### src/rtl/tinyenc_arb.sv
`default_nettype none
// ============================================================================
// Module      : tinyenc_arb
// Description : Round-robin arbiter/sequencer sharing one tinyenc engine among
//               N requesters, with a per-job watchdog and post-abort drain.
// Revision    : 1.0 - initial release
// ============================================================================
module tinyenc_arb #(
    parameter int N       = 4,
    parameter int IDW     = 2,
    parameter int TIMEOUT = 64
) (
    input  logic              clk,
    input  logic              rstb,
    input  logic [N-1:0]      req_valid,
    input  logic [N*32-1:0]   req_data,
    output logic [N-1:0]      req_ready,
    output logic              rsp_valid,
    input  logic              rsp_ready,
    output logic [IDW-1:0]    rsp_id,
    output logic [31:0]       rsp_data,
    output logic              rsp_err,
    output logic              eng_req,
    output logic [31:0]       eng_wdata,
    input  logic              eng_ack,
    input  logic [31:0]       eng_rdata,
    output logic              busy
);

    localparam int             WDW     = (TIMEOUT > 2) ? $clog2(TIMEOUT) : 1;
    localparam logic [WDW-1:0] WD_LAST = WDW'(TIMEOUT - 1);
    localparam int             PW      = 2 ** IDW;

    typedef enum logic [2:0] {
        DRAIN = 3'd0,
        IDLE  = 3'd1,
        ISSUE = 3'd2,
        BUSY  = 3'd3,
        RESP  = 3'd4
    } state_t;

    state_t         state_q, state_d;
    logic [IDW-1:0] ptr_q, ptr_d;
    logic [WDW-1:0] wd_q, wd_d;
    logic           drain_q, drain_d;
    logic           eng_req_q, eng_req_d;
    logic [31:0]    eng_wdata_q, eng_wdata_d;
    logic [IDW-1:0] rsp_id_q, rsp_id_d;
    logic [31:0]    rsp_data_q, rsp_data_d;
    logic           rsp_err_q, rsp_err_d;

    logic [PW-1:0]  w_valid_pad;
    logic           w_found;
    logic [IDW-1:0] w_win;
    logic [31:0]    w_win_data;
    logic           w_grant_en;
    logic           w_wd_expired;

    // Search order is ptr+1, ptr+2, ... wrapping at N, so the last winner is
    // visited last.
    always_comb begin
        w_valid_pad          = '0;
        w_valid_pad[N-1:0]   = req_valid;
        w_found              = 1'b0;
        w_win                = '0;
        for (int k = 1; k <= N; k++) begin
            if (!w_found && w_valid_pad[IDW'((int'(ptr_q) + k) % N)]) begin
                w_found = 1'b1;
                w_win   = IDW'((int'(ptr_q) + k) % N);
            end
        end
    end

    always_comb begin
        w_win_data = '0;
        for (int i = 0; i < N; i++) begin
            if (w_win == IDW'(i)) begin
                w_win_data = req_data[32*i +: 32];
            end
        end
    end

    assign w_grant_en   = (state_q == IDLE) && w_found;
    assign w_wd_expired = (wd_q == WD_LAST);

    for (genvar gi = 0; gi < N; gi++) begin : g_req_ready
        assign req_ready[gi] = w_grant_en && (w_win == IDW'(gi));
    end

    always_ff @(posedge clk or negedge rstb) begin
        if (!rstb) begin
            state_q     <= DRAIN;
            ptr_q       <= IDW'(N - 1);
            wd_q        <= '0;
            drain_q     <= 1'b0;
            eng_req_q   <= 1'b0;
            eng_wdata_q <= '0;
            rsp_id_q    <= '0;
            rsp_data_q  <= '0;
            rsp_err_q   <= 1'b0;
        end else begin
            state_q     <= state_d;
            ptr_q       <= ptr_d;
            wd_q        <= wd_d;
            drain_q     <= drain_d;
            eng_req_q   <= eng_req_d;
            eng_wdata_q <= eng_wdata_d;
            rsp_id_q    <= rsp_id_d;
            rsp_data_q  <= rsp_data_d;
            rsp_err_q   <= rsp_err_d;
        end
    end

    always_comb begin
        state_d     = state_q;
        ptr_d       = ptr_q;
        wd_d        = wd_q;
        drain_d     = drain_q;
        eng_req_d   = eng_req_q;
        eng_wdata_d = eng_wdata_q;
        rsp_id_d    = rsp_id_q;
        rsp_data_d  = rsp_data_q;
        rsp_err_d   = rsp_err_q;

        case (state_q)
            DRAIN: begin
                if (eng_ack) begin
                    state_d = IDLE;
                end
            end
            IDLE: begin
                if (w_found) begin
                    eng_wdata_d = w_win_data;
                    eng_req_d   = 1'b1;
                    rsp_id_d    = w_win;
                    ptr_d       = w_win;
                    wd_d        = '0;
                    drain_d     = 1'b0;
                    state_d     = ISSUE;
                end
            end
            ISSUE, BUSY: begin
                wd_d = wd_q + 1'b1;
                // The watchdog wins over a completion in the same cycle; the
                // engine may still hold the job, so drain before the next grant.
                if (w_wd_expired) begin
                    rsp_err_d  = 1'b1;
                    rsp_data_d = '0;
                    eng_req_d  = 1'b0;
                    drain_d    = 1'b1;
                    state_d    = RESP;
                end else if (state_q == ISSUE) begin
                    if (!eng_ack) begin
                        eng_req_d = 1'b0;
                        state_d   = BUSY;
                    end
                end else if (eng_ack) begin
                    rsp_data_d = eng_rdata;
                    rsp_err_d  = 1'b0;
                    state_d    = RESP;
                end
            end
            RESP: begin
                if (rsp_ready) begin
                    state_d = drain_q ? DRAIN : IDLE;
                end
            end
            default: begin
                state_d = DRAIN;
            end
        endcase
    end

    assign rsp_valid = (state_q == RESP);
    assign rsp_id    = rsp_id_q;
    assign rsp_data  = rsp_data_q;
    assign rsp_err   = rsp_err_q;
    assign eng_req   = eng_req_q;
    assign eng_wdata = eng_wdata_q;
    assign busy      = (state_q != IDLE);

endmodule
`default_nettype wire

### config.mk
export PLATFORM = sky130hd
export DESIGN_NAME = tinyenc_arb
export DESIGN_NICKNAME = d
export VERILOG_FILES = /design/src/rtl/tinyenc_arb.sv
export SDC_FILE = /design/constraint.sdc
export NUM_CORES = 1
export LEC_CHECK = 0
export BUFFER_PORTS_ARGS = -buffer_cell sky130_fd_sc_hd__clkbuf_2
export CELL_PAD_IN_SITES_DETAIL_PLACEMENT = 0
export CELL_PAD_IN_SITES_GLOBAL_PLACEMENT = 1
export CORE_UTILIZATION = 25
export DETAILED_ROUTE_END_ITERATION = 16
export PLACE_DENSITY = 0.68
export SLEW_MARGIN = 20
export SYNTH_ARGS = -nofsm -noshare
export SYNTH_HDL_FRONTEND = slang
export SYNTH_SLANG_ARGS = --single-unit
### constraint.sdc
create_clock -name clk -period 2.3 [get_ports clk]
set_clock_uncertainty 0.2 [all_clocks]
set_input_delay 0.23 -clock clk [delete_from_list [all_inputs] [get_ports clk]]
set_output_delay 0.23 -clock clk [all_outputs]
set_load 0.01 [all_outputs]
# --- Word-level counts from Yosys, hierarchy flattened ---
# Index checks and enable logic that the tools add are counted.
op_classes:
  addsub: 5
  n_lt_le_gt_ge: 4
  n_eq_ne: 18
  muxes: 49
  n_reduce_logical: 22
op_table:
  columns: ["cell", "n"]
  rows:
  - ["two-way mux 32 bit", 7]
  - ["two-way mux 1 bit", 22]
  - ["two-way mux 3 bit", 7]
  - ["< comparator 2 x 4 -> 1 bit (second input constant)", 4]
  - ["one-hot mux 3 bit (4 select lines)", 1]
  - ["one-hot mux 6 bit (2 select lines)", 1]
  - ["binary-select mux 1 bit (select 2 bit)", 4]
  - ["logical AND 1 bit", 8]
  - ["two-way mux 2 bit", 4]
  - ["inequality test 2 bit (second input constant)", 4]
  - ["inequality test 4 bit (second input constant)", 2]
  - ["adder 6 x 1 -> 6 bit (second input constant)", 1]
  - ["== test 3 x 2 -> 1 bit (second input constant)", 2]
  - ["== test 6 bit (second input constant)", 1]
  - ["two-way mux 6 bit", 1]
  - ["inequality test 3 bit (second input constant)", 2]
  - ["AND reduction 3 bit", 2]
  - ["AND reduction 5 bit", 1]
  - ["adder 2 x 1 -> 2 bit (second input constant)", 2]
  - ["adder 2 bit (second input constant)", 2]
  - ["== test 2 bit (second input constant)", 2]
  - ["one-hot mux 1 bit (2 select lines)", 2]
  - ["AND reduction 2 bit", 2]
  - ["AND reduction 4 bit", 1]
  - ["10 further kinds", 13]
totals:
  reg_bits: 80
  input_bits: 168
  out_inout_bits: 74
  word_cells: 107

# --- Logic depth before layout (Yosys ltp) ---
depth:
  ltp_word: 19
  depth_mapped: 8
  mapped_depth_nobuf: 6

# --- Worst setup path after synthesis ---
# OpenSTA, ideal clock, no wires.
synth_path:
  path_type: "register to output"
  from: "reg ptr_q[0]"
  to: "out req_ready[2]"
  arrival_ns: 1.804
  t_required_ns: 1.870
  slack_ns: 0.066
  path_stages_with_launch: 8
  n_path_buf: 3
  cell_sequence: "dfstp_2 and2b_1 o21ai_4 nand3_2 buf_6 buf_8 buf_6 nor3_1"
synth_between:
  elab_chain_cells: 16
  elab_cells_between_ends: 33
  classes_between: "4 x add/sub; 1 x eq/ne; 20 x mux; 8 x reduce/logical"
synth_rtl:
  columns: ["element", "line", "source"]
  rows:
  - ["start, declared", "43", "logic [IDW-1:0] ptr_q, ptr_d;"]
  - ["start signal, assigned", "93", "ptr_q <= IDW'(N - 1);"]
  - ["start signal, assigned", "103", "ptr_q <= ptr_d;"]
  - ["adder 2 x 1 -> 2 bit", "67, 69", null]
  - ["binary-select mux 1 bit (select 2 bit)", "67", "if (!w_found && w_valid_pad[IDW'((int'(ptr_q) + k) % N)]) begin"]
  - ["two-way mux 1 bit (not written as such) (2 in a row)", "67", null]
  - ["two-way mux 1 bit", "67", null]
  - ["logical NOT 1 bit", "67", null]
  - ["logical AND 1 bit", "67", null]
  - ["two-way mux 1 bit", "67", null]
  - ["logical NOT 1 bit", "67", null]
  - ["logical AND 1 bit", "67", null]
  - ["two-way mux 1 bit", "67", null]
  - ["logical NOT 1 bit", "67", null]
  - ["logical AND 1 bit", "67", null]
  - ["two-way mux 2 bit or two-way mux 1 bit (tied branches)", "67", null]
  - ["== test 2 bit or logical AND 1 bit (tied branches)", "87, 83", null]
  - ["logical AND 1 bit (*)", "87", "assign req_ready[gi] = w_grant_en && (w_win == IDW'(gi));"]
  - ["end, declared", "17", "output logic [N-1:0] req_ready,"]
# Every way passes the cells marked *; elsewhere a longest branch is shown, timed or not. The select of a mux whose other input is x is not followed.

# --- Worst setup path after layout ---
layout_path:
  from: "reg ptr_q[0]"
  to: "out req_ready[3]"
# The elaborated chain is that of the path after synthesis.

==> results_dict.tcl <==
set metrics [dict create \
    post_synth_main_area_contributors "dfrtp_1 (45%), a22o_1 (6.4%), mux2_4 (6.2%)" \
    synth_simple_gate_area_share_pct 12.5 \
    finalSetupViolations 5 \
    clkLatencyLatePin_ns 0.34 \
    grt.met2_usage_pct 29.4 \
    ant_nets 0 \
    netlist.area_leader.share_pct 44.8 \
    post-route-drc-count 0 \
    yosys.cell_count.top_type "dfrtp_1" \
    rows 47 \
    cts_made_buffers 9 \
    fp.dieW_um 134 \
    setup.worst_path.start_class "flip-flop" \
    crit_path_max_incr_delay_ns 0.54 \
    layout.nets 856 \
    layout.filler_cells 1632 \
    post-place-ws_ns -0.0754 \
    cp_max_fo 3 \
    synthesis.area_per_instance_um2 10.9 \
    hold_viol 0 \
    post-synth-top-area-cell "dfrtp_1" \
    hold_class "input port to flip-flop" \
    initial_core_utilization_pct 25.9 \
    gp_congestion 0.784 \
    die_height_um 134 \
    ys_warn_count 0 \
    critical_path.top_delay_family "flip-flops" \
    core_area_um2 16800 \
    viasPerCell 4.94 \
    final-max-slew-violation-count 0 \
    global_route.usage.met3_pct 4.08 \
    gr-usage-all-layers_pct 16.9 \
    setup.worst_path.end_class "output pin" \
    rr_startpoint "ptr_q[0]" \
    crit_path_setup_slack_layout_ns -0.0549 \
    synth_fa_ha_area_share_pct 0.287 \
    register_area_um2 2000 \
    drtIter0Drc 168 \
    path_common_cell "nor3_2" \
    violations_in_the_final_reports "setup timing" \
    area_growth_syn_to_layout_pct 58.7 \
    min_period_ns 2.35 \
    max_cap_viol_count 0 \
    clockRootBuffer "clkbuf_16" \
    multi_input_area_um2 2290 \
    average_wire_length_per_cell_after_detail_routing_um 17.4 \
    timing.critical_path.required_ns 1.87 \
    cellLeakagePower_nw 3.39 \
    cp_slowest_cell "dfstp_2" \
    post-route-period-util_pct 102 \
    rsz0062_at_grt "yes" \
    worstMarginPinSlew_ns 0.665 \
    cts.path.max_buffers 2 \
    worst_ir_drop_vdd_uv 591 \
    io_pins 242 \
    numClockSinks 80 \
    setup.worst_path.start "ptr_q[0]" \
    grt_first_pass_wirelength_um 23500 \
    achievable-frequency_mhz 425 \
    place.port_buffers 241 \
    largest_family_of_logic_cells_by_synthesized_area "compound AO/OA/AOI/OAI gates" \
    synth_common_cells "dfrtp_1 (78), a22o_1 (32), nor2_1 (25), a21oi_1 (24), clkbuf_1 (21)" \
    drt-pass1-iter-count 4 \
    synthMuxAreaShare_pct 9.46 \
    worstPathCellList "and2b_2, o21a_4, buf_12, nor3_2, buf_4, nor3_2, clkbuf_2" \
    dpl.hpwl_um 10700 \
    groute.layer.met1.usage_pct 20.6 \
    synth.ff_latch_count 80 \
    synthArstFlopShare_pct 100 \
    htreeDepth 3 \
    maximum_number_of_pins_on_one_net_before_global_route_repair 46 \
    powerDensity_nw_per_um2 1190 \
    drt_wl_total_um 15900 \
    synth_fp_nets 567 \
    maxSlewHeadroom_pct 55.7 \
    synth_edf_count 0 \
    most_used_dff_post_synth "dfrtp_1" \
    synthXorXnorAreaFrac_pct 0.201 \
    critPathArrivalTime_ns 1.92 \
    synthesis.area_um2 4350 \
    run_status "finished with violations" \
    drive_gt1_share_pct 50.9 \
    rrSetupSlack_ns -0.01 \
    first_global_vias 4544 \
    grt_remaining_overflow 0 \
    yosysUniqueCellTypes 44 \
    synth_compound_gate_area_share_pct 26.4 \
    via_count 4507 \
    total_power_w 0.00825 \
    die_outline_area_um2 17900 \
    crit_buf_inv 3 \
    timing.hold.worst.start "req_data[48]" \
    synth.yosys.seq_area_share_pct 46.0 \
    tritoncts "yes" \
    antenna_cells 0 \
    timing_worst_setup_path_type "flip-flop to output pin" \
    grt.busiest_layer "met2" \
    synthesis.instances 398 \
    antenna_violations_before_repair 0 \
    clk_pin_slew_worst_paths_ns 0.07 \
]
## path summary, 6_finish.rpt
kind / end / depth (start not counted)
max: req_ready[3] / 7
min: eng_wdata[16] / 3
max reg2reg: eng_wdata[10] / 7
min reg2reg: drain_q / 2
max in group asynchronous: eng_wdata[11] / 3
min in group asynchronous: rsp_err / 2
## power by group
part           total, W  internal, W  switching [W]
sequential      0.00248      0.00207       0.000410
clock           0.00153     0.000888       0.000638
combinational   0.00425      0.00207        0.00217
## through the flow
step | std cells | setup TNS, ns | hold slack (ns) | util (%) | cell area, um2
finish | 912 | -0.187 | 0.0137 | 41.1 | 6910
global route | 912 | -0.999 | 0.0206 | 41.1 | 6910
CTS | 909 | -1.25 | 0.00233 | 40.3 | 6770
detailed placement | 846 | -1.67 | 0.105 | 35.3 | 5930
global placement | 846 | -1.17 | 0.0974 | 35.3 | 5930
floorplan | 398 | 0 | -0.266 | - | 4350
## cell usage in the layout (no fill, tap or decap), drive strengths merged, types with 3 or more instances in the layout
master	netlist	final
nor3	4	4
o31ai	19	19
mux2i	13	13
a221o	19	19
nand2b	3	3
nand4	19	19
clkbuf	21	249
a211oi	26	26
inv	4	7
dfrtp	78	78
dlygate4sd3	0	38
a22o	32	32
a21oi	24	24
a21o	3	3
and3	3	3
nor2	26	27
nand3	5	5
o21ai	19	19
and4	13	13
buf	17	37
mux2	19	19
nand2	14	14
## sequential cells by signal (all words and copies together), names as in the netlist
register / flops
eng_wdata: 32
rsp_data: 32
wd_q: 6
state_q: 3
ptr_q: 2
rsp_id: 2
drain_q: 1
eng_req: 1
rsp_err: 1
## routing by layer
metal | vias up | routed length (um) | share of wire [%]
met3 | 15 | 1110 | 7.0
met2 | 219 | 7540 | 48
li1 | 2132 | - | -
met5 | - | 0 | 0
met4 | 0 | 231 | 1.5
met1 | 2141 | 6980 | 44
## tightest hold or removal path, cell delays in order
cell and delay [ns]:
clkbuf_2 0.09, a211oi_2 0.06, a211oi_2 0.13
## area by class of cell
type                            instances  share of cell area, %
Clock inverter                          6                   1.09
Timing Repair Buffer                  315                   29.0
Inverter                                4                  0.217
Tap cell                              220                   3.99
Multi-Input combinational cell        277                   33.2
Clock buffer                           10                   3.46
Sequential cell                        80                   29.0
## kinds of logic after synthesis
family	count (synthesis)
compound gates	146
mux	32
fa+ha+maj	1
xor+xnor	1
flops	80
buf+inv	42
simple gates	96
## what timing repair did
| action | in CTS | in global routing |
|---|---|---|
| pin swaps | 12 | 17 |
| setup endpoints to repair | 36 | 38 |
| hold endpoints to repair | 78 | 0 |
| gates cloned | 2 | 1 |
| gates resized for setup | 7 | 27 |
| setup buffers | 7 | 3 |
| hold buffers | 38 | 0 |
Note: power is estimated with default switching activity, not from simulation.
